### src/rtl/led_trail_pwm_pkg.sv
// Shared constants, types and helpers for the LED comet-tail PWM stage.
// The gamma-mapped duty path is selected at build time with LED_GAMMA_EN.
package led_pkg;

  localparam int LED_N_DEFAULT    = 8;
  localparam int PWM_BITS_DEFAULT = 4;

  // Full-scale brightness for a given PWM resolution.
  function automatic int br_max(input int bits);
    return (1 << bits) - 1;
  endfunction

  localparam int BR_MAX_DEFAULT = br_max(PWM_BITS_DEFAULT);

  typedef logic [PWM_BITS_DEFAULT-1:0] br_t;

endpackage

### src/rtl/led_trail_pwm_if.sv
// LED pattern in, PWM drive and frame marker out.
interface led_trail_pwm_if #(
  parameter int N_LED = 8
);
  logic [N_LED-1:0] led_in;
  logic [N_LED-1:0] led_out;
  logic             pwm_wrap;

  modport master (
    output led_in,
    input  led_out,
    input  pwm_wrap
  );

  modport slave (
    input  led_in,
    output led_out,
    output pwm_wrap
  );
endinterface

### src/rtl/led_trail_pwm_ch.sv
// One LED channel: brightness register with load/decay, duty mapping, output compare.
// LED_GAMMA_EN selects a squared (gamma) duty curve instead of linear.
module led_pwm_ch
  import led_pkg::*;
#(
  parameter int PWM_BITS   = PWM_BITS_DEFAULT,
  parameter int DECAY_STEP = 3
) (
  input  logic                clk,
  input  logic                rst,
  input  logic                i_head,
  input  logic                i_decay_tick,
  input  logic [PWM_BITS-1:0] i_pwm_cnt,
  output logic                o_led
);

  localparam logic [PWM_BITS-1:0] BR_MAX_W = PWM_BITS'(br_max(PWM_BITS));
  localparam logic [PWM_BITS-1:0] STEP_W   = PWM_BITS'(DECAY_STEP);

  logic [PWM_BITS-1:0] r_br;
  logic [PWM_BITS-1:0] w_br_nxt;
  logic [PWM_BITS-1:0] w_duty;
  logic                r_led;

  // Head load beats decay; decay saturates at zero.
  always_comb begin
    w_br_nxt = r_br;
    if (i_head) begin
      w_br_nxt = BR_MAX_W;
    end else if (i_decay_tick) begin
      if (r_br > STEP_W) begin
        w_br_nxt = r_br - STEP_W;
      end else begin
        w_br_nxt = {PWM_BITS{1'b0}};
      end
    end else begin
      w_br_nxt = r_br;
    end
  end

`ifdef LED_GAMMA_EN
  logic [2*PWM_BITS-1:0] w_br_ext;
  logic [2*PWM_BITS-1:0] w_prod;

  assign w_br_ext = {{PWM_BITS{1'b0}}, r_br};
  assign w_prod   = w_br_ext * w_br_ext;

  // Squared curve; full scale is pinned so a head LED stays solidly on.
  always_comb begin
    w_duty = {PWM_BITS{1'b0}};
    if (r_br == BR_MAX_W) begin
      w_duty = BR_MAX_W;
    end else begin
      w_duty = PWM_BITS'(w_prod >> PWM_BITS);
    end
  end
`else
  assign w_duty = r_br;
`endif

  // Brightness state register.
  always_ff @(posedge clk or negedge rst) begin
    if (!rst) begin
      r_br <= {PWM_BITS{1'b0}};
    end else begin
      r_br <= w_br_nxt;
    end
  end

  // Registered PWM compare against the shared frame counter.
  always_ff @(posedge clk or negedge rst) begin
    if (!rst) begin
      r_led <= 1'b0;
    end else begin
      r_led <= (i_pwm_cnt < w_duty);
    end
  end

  assign o_led = r_led;

endmodule

### src/rtl/led_trail_pwm.sv
// Comet-tail LED driver: decay prescaler, shared PWM frame counter, N_LED channels.
// Build with LED_GAMMA_EN for gamma-mapped duty in every channel.
module led_trail_pwm
  import led_pkg::*;
#(
  parameter int N_LED      = LED_N_DEFAULT,
  parameter int PWM_BITS   = PWM_BITS_DEFAULT,
  parameter int DECAY_DIV  = 400000,
  parameter int DECAY_STEP = 3
) (
  input  logic            clk,
  input  logic            rst,
  led_trail_pwm_if.slave  bus
);

  localparam int                  PRESC_W    = (DECAY_DIV > 2) ? $clog2(DECAY_DIV) : 1;
  localparam logic [PRESC_W-1:0]  PRESC_LAST = PRESC_W'(DECAY_DIV - 1);
  localparam logic [PWM_BITS-1:0] BR_MAX_W   = PWM_BITS'(br_max(PWM_BITS));
  localparam logic [PWM_BITS-1:0] CNT_LAST   = BR_MAX_W - PWM_BITS'(1);

  logic [PRESC_W-1:0]  r_presc;
  logic                w_decay_tick;
  logic [PWM_BITS-1:0] r_pwm_cnt;
  logic                r_pwm_wrap;
  logic [N_LED-1:0]    w_led;

  assign w_decay_tick = (r_presc == PRESC_LAST);

  // Decay prescaler, 0..DECAY_DIV-1.
  always_ff @(posedge clk or negedge rst) begin
    if (!rst) begin
      r_presc <= {PRESC_W{1'b0}};
    end else if (w_decay_tick) begin
      r_presc <= {PRESC_W{1'b0}};
    end else begin
      r_presc <= r_presc + PRESC_W'(1);
    end
  end

  // PWM frame counter runs 0..BR_MAX-1 so duty=BR_MAX is always on.
  always_ff @(posedge clk or negedge rst) begin
    if (!rst) begin
      r_pwm_cnt  <= {PWM_BITS{1'b0}};
      r_pwm_wrap <= 1'b0;
    end else begin
      r_pwm_wrap <= (r_pwm_cnt == CNT_LAST);
      if (r_pwm_cnt == CNT_LAST) begin
        r_pwm_cnt <= {PWM_BITS{1'b0}};
      end else begin
        r_pwm_cnt <= r_pwm_cnt + PWM_BITS'(1);
      end
    end
  end

  for (genvar g = 0; g < N_LED; g++) begin : g_ch
    led_pwm_ch #(
      .PWM_BITS   (PWM_BITS),
      .DECAY_STEP (DECAY_STEP)
    ) u_ch (
      .clk          (clk),
      .rst          (rst),
      .i_head       (bus.led_in[g]),
      .i_decay_tick (w_decay_tick),
      .i_pwm_cnt    (r_pwm_cnt),
      .o_led        (w_led[g])
    );
  end

  assign bus.led_out  = w_led;
  assign bus.pwm_wrap = r_pwm_wrap;

endmodule

### src/flat_wrapper.sv
// flat-port wrapper written by rule: the top's interface ports become plain ports
module led_trail_pwm_flat import led_pkg::*;
#(
  parameter int N_LED      = LED_N_DEFAULT,
  parameter int PWM_BITS   = PWM_BITS_DEFAULT,
  parameter int DECAY_DIV  = 400000,
  parameter int DECAY_STEP = 3
)
  (clk, rst, bus_led_in, bus_led_out, bus_pwm_wrap);
  led_trail_pwm_if #(.N_LED(N_LED)) bus_i ();
  input  logic clk;
  input  logic rst;
  input wire logic [$bits(bus_i.led_in)-1:0] bus_led_in;
  output wire logic [$bits(bus_i.led_out)-1:0] bus_led_out;
  output wire logic [$bits(bus_i.pwm_wrap)-1:0] bus_pwm_wrap;
  assign bus_i.led_in = bus_led_in;
  assign bus_led_out = bus_i.led_out;
  assign bus_pwm_wrap = bus_i.pwm_wrap;
  led_trail_pwm #(.N_LED(N_LED), .PWM_BITS(PWM_BITS), .DECAY_DIV(DECAY_DIV), .DECAY_STEP(DECAY_STEP)) u_core (.clk(clk), .rst(rst), .bus(bus_i));
endmodule
### config.mk
export PLATFORM = sky130hd
export DESIGN_NAME = led_trail_pwm_flat
export DESIGN_NICKNAME = d
export VERILOG_FILES = /design/src/rtl/led_trail_pwm_pkg.sv /design/src/rtl/led_trail_pwm_if.sv /design/src/rtl/led_trail_pwm_ch.sv /design/src/rtl/led_trail_pwm.sv /design/src/flat_wrapper.sv
export SDC_FILE = /design/constraint.sdc
export NUM_CORES = 1
export LEC_CHECK = 0
export CAP_MARGIN = 30
export CORE_AREA = 8 8 68 128
export CTS_BUF_LIST = sky130_fd_sc_hd__clkbuf_16
export DETAILED_ROUTE_END_ITERATION = 8
export DIE_AREA = 0 0 76 136
export PLACE_DENSITY = 0.73
export SYNTH_ARGS = -nofsm -noshare
export SYNTH_HDL_FRONTEND = slang
export SYNTH_SLANG_ARGS = --single-unit
### constraint.sdc
create_clock -name clk -period 1.7 [get_ports clk]
set_input_delay 0.34 -clock clk [delete_from_list [all_inputs] [get_ports clk]]
set_output_delay 0.34 -clock clk [all_outputs]
set_load 0.01 [all_outputs]
# After elaboration in Yosys (flattened, before gate mapping)
# Cells that the tools add are included.
[totals]
elab_cells = 81
output_inout_bits = 9
regBits = 64
[op_classes]
magnitude_cmp = 16
n_mux = 26
n_addsub = 10
n_reduce_logical = 8
eq_ne = 2
[op_table]
columns = ["operator", "count"]
rows = [
  ["4-bit two-way mux", 25],
  ["4-bit by 2-bit greater-than comparator with 1-bit output (second input constant)", 8],
  ["4-bit < comparator", 8],
  ["4-bit by 2-bit subtractor with 4-bit output (second input constant)", 8],
  ["19-bit by 1-bit adder with 19-bit output (second input constant)", 1],
  ["19-bit equality test (second input constant)", 1],
  ["19-bit two-way mux", 1],
  ["2-bit nonzero test", 8],
  ["4-bit by 1-bit adder with 4-bit output (second input constant)", 1],
  ["4-bit equality test (second input constant)", 1],
]

# Logic depth before layout (Yosys ltp)
# Gate-level depths: netlist of the first run.
[logic_depth]
ltp_word = 4
depth_mapped = 6

# By module
# Synthesis of the first run repeated with hierarchy kept, for this count alone.
[unflattened]
cells_unflattened = 355
hier_area_um2 = 3442.1
[by_module_without_submodules]
columns = ["module", "instances", "area_each_um2", "seq_area_each_um2", "cells_per_inst"]
rows = [
  ["led_pwm_ch", 8, 289.0, 125.1, 31],
  ["led_trail_pwm", 1, 1129.8, 600.6, 107],
]

# Worst setup path before layout of the first run
# Ideal clock, no wire load.
[synth_path]
path_kind = "flip-flop to flip-flop"
from = "register u_core.r_presc[0]"
to = "register u_core.g_ch[3].u_ch.r_br[3]"
path_slack_ns = 0.054
synth_period_minus_slack_ns = 1.646
arrival_ns = 1.519
setup_ns = 0.127
stages_incl_launch_ff = 7
t_required_ns = 1.573
path_cell_list = "dfrtp_1 > ha_1 > nand3_2 > or2_4 > buf_4 > a2111oi_2 > o21ai_1"
[synth_via]
elab_chain_len = 2
[synth_lines]
columns = ["item", "line_no", "rtl"]
rows = [
  ["start, declared", "led_trail_pwm.sv:21", "logic [PRESC_W-1:0] r_presc;"],
  ["start signal, assigned", "led_trail_pwm.sv:32", "r_presc <= {PRESC_W{1'b0}};"],
  ["start signal, assigned", "led_trail_pwm.sv:34", "r_presc <= {PRESC_W{1'b0}};"],
  ["start signal, assigned", "led_trail_pwm.sv:36", "r_presc <= r_presc + PRESC_W'(1);"],
  ["19-bit equality test", "led_trail_pwm.sv:27", "assign w_decay_tick = (r_presc == PRESC_LAST);"],
  ["2-bit nonzero test (no source line)", "--", ""],
  ["end signal, assigned", "led_trail_pwm_ch.sv:64", "r_br <= {PWM_BITS{1'b0}};"],
  ["end signal, assigned", "led_trail_pwm_ch.sv:66", "r_br <= w_br_nxt;"],
  ["end, declared", "led_trail_pwm_ch.sv:20", "logic [PWM_BITS-1:0] r_br;"],
]
# No other way between the ends.
# A chain may end at the register's enable or synchronous reset.

# Worst setup path in the final report of the first run
[layout_path]
from = "register u_core.r_presc[1]"
to = "register u_core.g_ch[6].u_ch.r_br[2]"
[layout_via]
elab_chain_len = 2
[layout_lines]
columns = ["item", "line_no"]
rows = [
  ["19-bit equality test", "led_trail_pwm.sv:27"],
  ["2-bit nonzero test (no source line)", "--"],
  ["end signal, assigned", "led_trail_pwm_ch.sv:64"],
  ["end signal, assigned", "led_trail_pwm_ch.sv:66"],
  ["end, declared", "led_trail_pwm_ch.sv:20"],
]
# No other way between the ends.

==> summary.txt, run 1 <==
Route
  • Remaining design rule violation count: 0
  • Number of detailed-routing iterations run before antenna repair: 4
  • Vias post-DR: 2765
  • Via/cell ratio: 5.80
  • Avg WL per Cell: 17.6 um
  • Initial drt markers: 145
  • Number of nets still failing antenna checks after routing: 0
  • Overall routed net length: 8.40 mm

Logic synthesis
  • Share of synthesized area occupied by flip-flops and latches: 0.437
  • Top_reg_cell synth: dfrtp_1
  • Synth Area per Inst: 10.8 um2
  • Post-Synthesis Net Count: 382
  • Syn Inst Count: 339
  • Synth area leaders: dfrtp_1 (44%), ha_1 (11%), a2111oi_2 (5.3%)
  • Most area-hungry cell type in the Yosys netlist: dfrtp_1
  • Synth Register Bits: 64
  • Netlist Area Pre-Place: 3660 um2
  • Count of distinct cell types in the synthesized netlist: 46
  • Post-synth EDFFs: 0
  • Share of synthesized registers carrying an async set or reset: 1.00
  • Count of warnings emitted by yosys: 0
  • Area share of the largest cell type after synthesis: 0.437

Clock tree
  • Clock Latency Late Sink: 0.34 ns
  • Clock transition at the registers of the reported paths: 0.05 ns
  • TritonCTS Buffers: 9
  • CTS HTree Levels: 3
  • Clock tree from TritonCTS: done
  • Cell at the root of the clock tree: clkbuf_16
  • Count of clock tree sinks: 64
  • Clock tree buffer depth: 2

Worst setup path
  • Max FO, Critical Path: 10
  • Critical setup path kind: reg2reg
  • Launching element type of the critical path: register
  • Worst path arrival time: 1.86 ns
  • Critical path endpoint category: register
  • Crit path required time: 1.90 ns
  • Register-to-register setup slack: 0.04 ns

GRT
  • First-pass GRT wire length: 13.5 mm
  • Number of antenna violations at the first check in global routing: 0
  • Busiest metal layer after global routing: met2
  • Overflow left after global routing: 0
  • Maximum number of pins on one net before global-route repair: 50
  • Number of global-route vias before repair: 2894
  • Global-route met2 utilization: 0.264
  • Met1 usage: 0.190
  • GRT Util Overall: 0.162
  • Global-route track usage on met3: 0.0371

Floorplanning
  • Row count: 44
  • I/O pin total: 19
  • Chip width: 76 um
  • Core Box Area: 7100 um2
  • Floorplan die area: 10300 um2
  • Height of the die: 136 um
  • Initial Utilization: 0.516

Outcome
  • Result of the run: finished, final reports clean

Pwr
  • Largest voltage drop on the vdd net: 638 uV
  • Power density over the cells: 763 nW/um2
  • LEAKAGE: 0.00217 uW
  • Final total power: 3490 uW

Flow run
  • # Max-Cap Violations: 0

STA
  • Unrepaired setup endpoints after global routing: yes
  • Final setup violation count: 0
  • Worst clock skew on the final layout: 0.00546 ns
  • Final worst-path cycle share: 0.978
  • Max-slew violations: 0
  • Worst-Margin Slew: 0.601 ns
  • Post-route worst setup slack: 0.0370 ns
  • Shortest period the worst path allows: 1.66 ns
  • Final hold violation count: 0
  • Top achievable clock speed: 601 MHz
  • Setup tns final: 0 ns
  • Slew headroom: 0.599

Layout
  • Net count reported at finish: 423
  • Number of inserted diodes: 0
  • Layout cells sized above 1: 0.195
  • Area of all placed cells without fillers: 4580 um2
  • Area growth from synthesis to final layout: 25.0%
  • Final std cells w/o fill: 477

Place
  • Total placed instance area: 4010 um2
  • Worst-case setup slack after placement: 0.00280 ns
  • Total of buffers placed on input and output ports: 18
  • Weighted congestion at the end of routability-driven global placement: 0.802
  • Cell count after placement: 454
  • Half-perimeter wire length after detailed placement: 5.32 mm

Worst hold path
  • Worst hold-check path type: in2async
## power breakdown
part           internal [uW]     switching, uW
clock                   1260               638
sequential              1530  0.00000000000124
combinational           26.7              46.6
## per-stage QoR
step,util,hold slack [ns]
global route,0.645,0.505
finish,0.645,0.466
global placement,0.564,0.276
detailed placement,0.564,0.282
floorplan,-,0.0444
CTS,0.609,0.476
## cell usage after synthesis (3+ instances only)
library cell	n
o21ai_1	5
o31ai_1	3
ha_1	33
nand3_2	3
nand2b_1	9
nand4_1	3
nand2_1	13
o21ai_0	20
buf_6	5
nor2_1	20
a2111oi_2	13
a21oi_1	12
o211ai_1	5
dfrtp_1	64
xnor2_1	9
nor4_1	3
a211oi_1	3
nand3_1	3
a211o_1	11
buf_4	9
nor3_1	9
a21o_1	16
xor2_1	5
a31oi_1	3
inv_1	31
## per-layer routing
layer	routed length (um)	vias to the layer above
met1	3490	1368
met5	0	-
li1	-	1311
met4	229	0
met2	4290	70
met3	388	16
## worst paths after layout
kind                       depth (start not counted)                     endpoint              start
setup / recovery                                   6  u_core.g_ch[6].u_ch.r_br[2]  u_core.r_presc[1]
hold / removal                                     2            u_core.r_presc[2]                rst
setup reg to reg                                   6  u_core.g_ch[6].u_ch.r_br[2]  u_core.r_presc[1]
hold reg to reg                                    1            u_core.r_presc[6]  u_core.r_presc[6]
max in group asynchronous                          3    u_core.g_ch[5].u_ch.o_led                rst
min in group clk                                   1            u_core.r_presc[6]  u_core.r_presc[6]
## registers in the layout (all words and copies together), names as in the netlist
signal	cells
u_core.bus.pwm_wrap	1
u_core.g_ch.u_ch.o_led	8
u_core.g_ch.u_ch.r_br	32
u_core.r_presc	19
u_core.r_pwm_cnt	4
## logic make-up after synthesis
family | after synthesis | synth area share
AND/OR/NAND/NOR | 77 | 0.122
XOR/XNOR | 14 | 0.0335
buffers and inverters | 49 | 0.0704
multiplexers | 1 | 0.00307
AO/OA/AOI/OAI | 101 | 0.221
flip-flops | 64 | 0.437
adder cells (fa/ha/maj) | 33 | 0.113
## timing repair
item | in CTS | in global routing
hold endpoints to repair | 15 | 0
pin swaps | 0 | 8
hold buffers | 1 | 0
gates resized for setup | 2 | 21
buffers inserted | 0 | 3
setup endpoints to repair | 2 | 32
cloned | 0 | 3
## cell usage in the layout (no fill, tap or decap), drive strengths merged, types with 11 or more instances in the layout
| cell | instances |
|---|---|
| a2111oi | 13 |
| clkbuf | 11 |
| a21o | 16 |
| nor2 | 21 |
| o21ai | 25 |
| a21oi | 12 |
| buf | 27 |
| inv | 34 |
| ha | 33 |
| nand2 | 15 |
| a211o | 11 |
| clkdlybuf4s50 | 17 |
| dfrtp | 64 |
## critical path, stage by stage (launching register included)
cell and delay (ns):
dfrtp_1 0.40, ha_4 0.17, nand3_4 0.08, or2_4 0.31, clkbuf_16 0.18, o31ai_1 0.24
o311ai_1 0.14
## area by class of cell
class / count / area, um2
clock buffers: 9 / 225
fillers: 554 / 2520
multi-input cells: 227 / 1980
inverters: 31 / 116
flip-flops and latches: 64 / 1600
clock inverters: 7 / 80.1
repair buffers: 47 / 459
well taps: 92 / 115
Power figures use the tool's default switching activity.
==> inputs of run 2 (changes only) <==
ABC_AREA = 1   (was unset)
CORE_AREA = 8 8 69 130   (was 8 8 68 128)
DIE_AREA = 0 0 77 138   (was 0 0 76 136)
==> summary.txt, run 2 <==
GRT
  • Number of antenna violations at the first check in global routing: 0 (unchanged)
  • Overflow left after global routing: 0 (unchanged)
  • GRT Util Overall: 0.165 (+0.00339)
  • Maximum number of pins on one net before global-route repair: 32 (-36%)
  • First-pass GRT wire length: 14.4 mm (+6.8%)
  • Number of global-route vias before repair: 3320 (+15%)

Logic synthesis
  • Top cell types by occurrence after synthesis: nand2_1 (128), inv_1 (70), dfrtp_1 (64)
  • Post-Synthesis Net Count: 532 (+39%)
  • Share of synthesized registers carrying an async set or reset: 1.00 (unchanged)
  • Most instantiated library cell after synthesis: nand2_1
  • Multiplexer area fraction after synthesis: 0 (-0.00307)
  • Synth Register Bits: 64 (unchanged)
  • Top_reg_cell synth: dfrtp_1
  • Count of distinct cell types in the synthesized netlist: 26 (-43%)
  • Synth Area in Compound Gates: 0.103 (-0.118)
  • Synthesized-area fraction occupied by xor and xnor cells: 0.0228 (-0.0107)
  • Most area-hungry cell type in the Yosys netlist: dfrtp_1
  • Area share of the largest cell type after synthesis: 0.416 (-0.0209)
  • Share of synthesized area occupied by flip-flops and latches: 0.416 (-0.0209)
  • Simple-gate share of the synthesized area: 0.254 (+0.131)
  • Syn Inst Count: 489 (+44%)
  • Post-synthesis adder-cell area fraction: 0.107 (-0.00539)
  • Combinational family with the most area after synthesis: simple AND/OR/NAND/NOR gates
  • Post-synth EDFFs: 0 (unchanged)
  • Netlist Area Pre-Place: 3850 um2 (+5.0%)
  • Synth area leaders: dfrtp_1 (42%), nand2_1 (12%), ha_1 (11%)
  • Count of warnings emitted by yosys: 0 (unchanged)
  • Synth Area per Inst: 7.87 um2 (-27%)

Worst setup path
  • Worst path arrival time: 1.19 ns (-0.67 ns)
  • Critical setup path kind: reg2out
  • CP max stage delay: 0.53 ns (+0.13 ns)
  • Worst R2R End: u_core.r_presc[18]
  • Register-to-register setup slack: 0.20 ns (+0.16 ns)
  • Chain of cells forming the critical path: clkdlybuf4s50_1
  • Buf+Inv Stages, Crit Path: 1 (unchanged)
  • Crit path required time: 1.36 ns (-0.54 ns)
  • Cell type group with the largest total delay on the critical path: buffers and inverters
  • Worst flop-to-flop path startpoint: u_core.r_presc[0]
  • Critical path endpoint category: primary output
  • Path length in cells of the critical path: 1 (-5)
  • Startpoint of the most critical setup path: u_core.g_ch[2].u_ch.o_led
  • Launching element type of the critical path: register
  • End point of the critical path: bus_led_out[2]
  • Critical path's slowest cell: clkdlybuf4s50_1
  • Max FO, Critical Path: 1 (-9)
  • Logic depth of the worst register-to-register path: 7 (+1)

Clock tree
  • Cell at the root of the clock tree: clkbuf_16
  • CTS resizes: 0 (-2)
  • CTS HTree Levels: 3 (unchanged)
  • Clock tree buffer depth: 2 (unchanged)
  • Clock tree from TritonCTS: done
  • Count of clock tree sinks: 64 (unchanged)
  • Setup bufs post-CTS: 0 (unchanged)
  • TritonCTS Buffers: 9 (unchanged)
  • Clock Latency Late Sink: 0.32 ns (-0.02 ns)
  • Clock transition at the registers of the reported paths: 0.05 ns (about the same)

Pwr
  • Largest voltage drop on the vdd net: 671 uV (+5.1%)
  • Power density over the cells: 868 nW/um2 (+14%)
  • LEAKAGE: 0.00242 uW (+11%)
  • Final total power: 3830 uW (+9.7%)

Outcome
  • Result of the run: finished, final reports clean

Layout
  • Final std cells w/o fill: 611 (+28%)
  • Commonest non-fill, non-tap cell in the layout: nand2_1
  • Top reg by flops: u_core.g_ch.u_ch.r_br
  • Commonest cells after routing, fill and taps aside: nand2_1 (128), inv_1 (71), dfrtp_1 (64)
  • Layout cells sized above 1: 0.0578 (-0.137)
  • Largest register FFs: 32 (unchanged)
  • Number of inserted diodes: 0 (unchanged)
  • Area growth from synthesis to final layout: 14.8%
  • Net count reported at finish: 558 (+32%)

STA
  • Final hold violation count: 0 (unchanged)
  • Slew headroom: 0.648 (+0.0480)
  • Worst clock skew on the final layout: 0.00348 ns (-0.00198 ns)
  • Top achievable clock speed: 654 MHz (+8.7%)
  • Worst-Margin Slew: 0.529 ns (-0.0721 ns)
  • Shortest period the worst path allows: 1.53 ns (-0.133 ns)
  • Setup tns final: 0 ns (unchanged)
  • Unrepaired setup endpoints after global routing: no
  • Final worst-path cycle share: 0.900 (-0.0784)
  • Final setup violation count: 0 (unchanged)
  • Max-slew violations: 0 (unchanged)

Place
  • Weighted congestion at the end of routability-driven global placement: 0.924 (+15%)
  • Half-perimeter wire length after detailed placement: 6.35 mm (+19%)
  • Total of buffers placed on input and output ports: 18 (unchanged)
  • Cell count after placement: 595 (+31%)

Floorplanning
  • Chip width: 77 um (+1.3%)
  • Core Box Area: 7270 um2 (+2.3%)
  • Row count: 44 (unchanged)
  • Initial Utilization: 0.529 (+0.0136)
  • Height of the die: 138 um (+1.5%)
  • Floorplan die area: 10600 um2 (+2.8%)
  • I/O pin total: 19 (unchanged)

Route
  • Via/cell ratio: 5.35 (-7.8%)
  • Initial drt markers: 183 (+26%)
  • Avg WL per Cell: 13.8 um (-22%)
  • Vias post-DR: 3266 (+18%)
  • Overall routed net length: 8.43 mm (+0.36%)
  • Number of detailed-routing iterations run before antenna repair: 5 (+1)
  • Remaining design rule violation count: 0 (unchanged)
  • Number of nets still failing antenna checks after routing: 0 (unchanged)

Flow run
  • # Max-Cap Violations: 0 (unchanged)

Worst hold path
  • Worst hold-check path type: reg2reg
  • Startpoint of the tightest hold check path: u_core.r_presc[0]
==> run 2: cell type report <==
type / count / area, um2
Inverter: 72 / 270
Fill cell: 682 / 2850
Clock buffer: 9 / 225
Tap cell: 92 / 115
Multi-Input combinational cell: 340 / 1870
Timing Repair Buffer: 28 / 278
Clock inverter: 6 / 52.6
Sequential cell: 64 / 1600
==> run 2: worst min-delay path by stage <==
stage | slack (ns) | endpoint | cells after the start
floorplan | 0.04 | u_core.bus.pwm_wrap | 0
global placement | 0.32 | u_core.r_presc[2] | 1
detailed placement | 0.33 | u_core.r_presc[2] | 1
CTS | 0.49 | u_core.r_presc[0] | 1
global route | 0.51 | u_core.r_presc[0] | 1
finish | 0.49 | u_core.r_presc[0] | 1
==> run 2: per-stage QoR <==
step	hold WS [ns]	utilization	setup WS, ns	cell area, um2
floorplan	0.0444	-	0.221	3850
global placement	0.323	0.568	0.222	4130
detailed placement	0.330	0.568	0.196	4130
CTS	0.494	0.607	0.150	4410
global route	0.513	0.607	0.0761	4410
finish	0.487	0.607	0.170	4410
==> run 2: logic make-up after synthesis <==
logic type / count (synthesis)
simple gates: 228
fa+ha+maj: 33
compound gates: 69
flops: 64
buf+inv: 85
xor+xnor: 10
==> run 2: report_power, final <==
| group | switching (uW) | internal, uW | total, uW |
|---|---|---|---|
| sequential | 105 | 1600 | 1700 |
| combinational | 232 | 173 | 405 |
| clock | 618 | 1110 | 1720 |
| total | 955 | 2880 | 3830 |
==> run 2: metal layers <==
layer,part of all wire,track usage,wire length [um],vias up
met1,0.39,0.159,3260,1537
met5,0,0,0,-
met2,0.54,0.308,4540,57
met4,0.048,0.110,406,0
met3,0.026,0.0273,217,32
li1,-,-,-,1640
==> run 2: what timing repair did <==
action,4_1_cts,5_1_grt
endpoints found under the setup margin,0,0
hold buffers,1,0
endpoints found under the hold margin,18,0
==> edit (settings of run 2) <==
Change the package constant `LED_N_DEFAULT` from 8 to 7.
--- a/src/rtl/led_trail_pwm_pkg.sv
+++ b/src/rtl/led_trail_pwm_pkg.sv
@@ -4,3 +4,3 @@
 
-  localparam int LED_N_DEFAULT    = 8;
+  localparam int LED_N_DEFAULT    = 7;
   localparam int PWM_BITS_DEFAULT = 4;
Ports: changed (resized bus_led_in and bus_led_out); port bits go from 19 to 17. The function was not compared with the original's and may differ.
==> edit against run 2 <==
  * Sequential cell count decreased by 5
  * Power decreased by 11%
  * Sequential power decreased by 8%
  * Register-to-register slack got worse by 0.11 ns
  * Largest cell class unchanged
  * Wire length decreased by 3.3%
  * Final area decreased by 7.5%
  * Setup slack got worse by 0.082 ns
  * Via count decreased by 6.3%
  * Synthesized area decreased by 8.1%
  * Largest power group is now sequential cells
  * First-iteration DRC count increased by 9.8%
  * Utilization decreased by 4.6 points
  * Die area unchanged
  * Clock power decreased by 13%
==> edit: results (changes against run 2) <==
power_and_ir_drop:
  ir_drop_mv: 0.726  # +8.2%
  p_int_uw: 2560  # -11%
  swShare_pct: 25.4  # +0.45 points
  power.leakage_uw: 0.00221  # -8.7%
  clk-power_uw: 1500  # -13%
  pwr-share-seq_pct: 45.7  # +1.2 points
drt:
  routed.top_layer: "met4"
  wire_per_inst_um: 14.4  # +4.4%
  wl_met1_mm: 3.05  # -6.3%
  routed-wl-met3_um: 259  # +19%
  first_pass_iters: 4  # -1
  vias: 3059  # -6.3%
  drt-initial-drc-count: 201  # +9.8%
  met2_length_mm: 4.60  # +1.3%
  drt_wl_total_mm: 8.15  # -3.3%
clocking:
  hold_buffers: 1  # unchanged
  clkLatencyLatePin_ns: 0.33
  root_buffer: "clkbuf_16"
  post_cts_buffers: 0  # unchanged
  cts.clk_slew.worst_paths_ns: 0.05  # about the same
  ctsResizeCount: 1  # +1
hold_path:
  hold_class: "primary input to asynchronous set/reset pin"
finish:
  drive_above_1_share_pct: 6.54  # +0.76 points
  final_nets: 511  # -8.4%
  largest_register_ff_count: 28  # -13%
timing:
  setup_slack_ns: 0.0878  # -0.0824 ns
  slew_headroom_pct: 68.5  # +3.8 points
  final.setup_skew_ns: 0.00457  # +0.00109 ns
  finalHoldWorstSlack_ns: 0.469  # -0.0181 ns
place:
  place_congestion: 0.882  # -4.5%
  io_buffers: 16  # -2
  place_ws_ns: -0.0348  # -0.231 ns
  hpwl_mm: 5.91  # -7.0%
  placed_cells: 550  # -7.6%
  dpl_cell_area_um2: 3780  # -8.3%
synthesis:
  synth_common_cells: "nand2_1, inv_1, dfrtp_1, nor2_1, nand3_1"
  syn_avg_cell_area_um2: 7.91  # +0.53%
  syn_nets: 485  # -8.8%
  synthFlopType: "dfrtp_1"
  synth_area_leaders: "dfrtp_1, nand2_1, ha_1, inv_1, nand3_1"
  seq_area_frac_synth_pct: 41.8  # +0.13 points
  synth.distinct_cells: 27  # +3.8%
worst_setup_path:
  crit_path_max_fanout: 12  # +11
  reg2reg_depth: 8  # +1
  r2r_slack_ns: 0.09  # -0.11 ns
  slowest_delay_ns: 0.40  # -0.13 ns
  cp_slowest_cell: "dfrtp_1"
  endpoint: "u_core.g_ch[3].u_ch.r_br[0]$_DFFE_PN0P_"
  arrival_ns: 1.87  # +0.68 ns
  cp-startpoint: "u_core.r_presc[0]$_DFF_PN0_"
  critPathTopFamily: "simple AND/OR/NAND/NOR gates"
grt:
  grt_start_max_net_pins: 23  # -28%
  grt_use_total_pct: 15.8  # -0.69 points
  grtUsageMet3_pct: 3.64  # +0.91 points
  globalRouteMet2Util_pct: 30.4  # -0.32 points
  gr-usage-met1_pct: 14.9  # -1.0 points
  grt_pass1_wl_mm: 13.5  # -6.0%
  grt_pass1_vias: 3068  # -7.6%
outcome:
  status: "finished, final reports clean"
-- edit: cell count changes after synthesis, sizes merged, moves of 2 or more --
cell	delta
a21oi	-2
nand2	-10
inv	-5
nand3	-4
buf	-2
ha	-4
o21ai	-5
dfrtp	-5
-- edit: area by class of cell --
| class | count | area (um^2) |
|---|---|---|
| clock buffers | 9 | 225 |
| inverters | 67 | 251 |
| well taps | 92 | 115 |
| clock inverters | 3 | 11.3 |
| fillers | 681 | 3190 |
| flip-flops and latches | 59 | 1480 |
| multi-input cells | 311 | 1750 |
| repair buffers | 25 | 250 |
-- edit: cell families (layout without fill, tap and decap cells) --
logic type	count (synthesis)	count (layout)	share of synthesized area, %
AND/OR/NAND/NOR	212	213	26.6
buffers and inverters	78	104	9.31
AO/OA/AOI/OAI	59	59	9.59
flip-flops	59	59	41.8
adder cells (fa/ha/maj)	29	29	10.3
XOR/XNOR	10	10	2.48
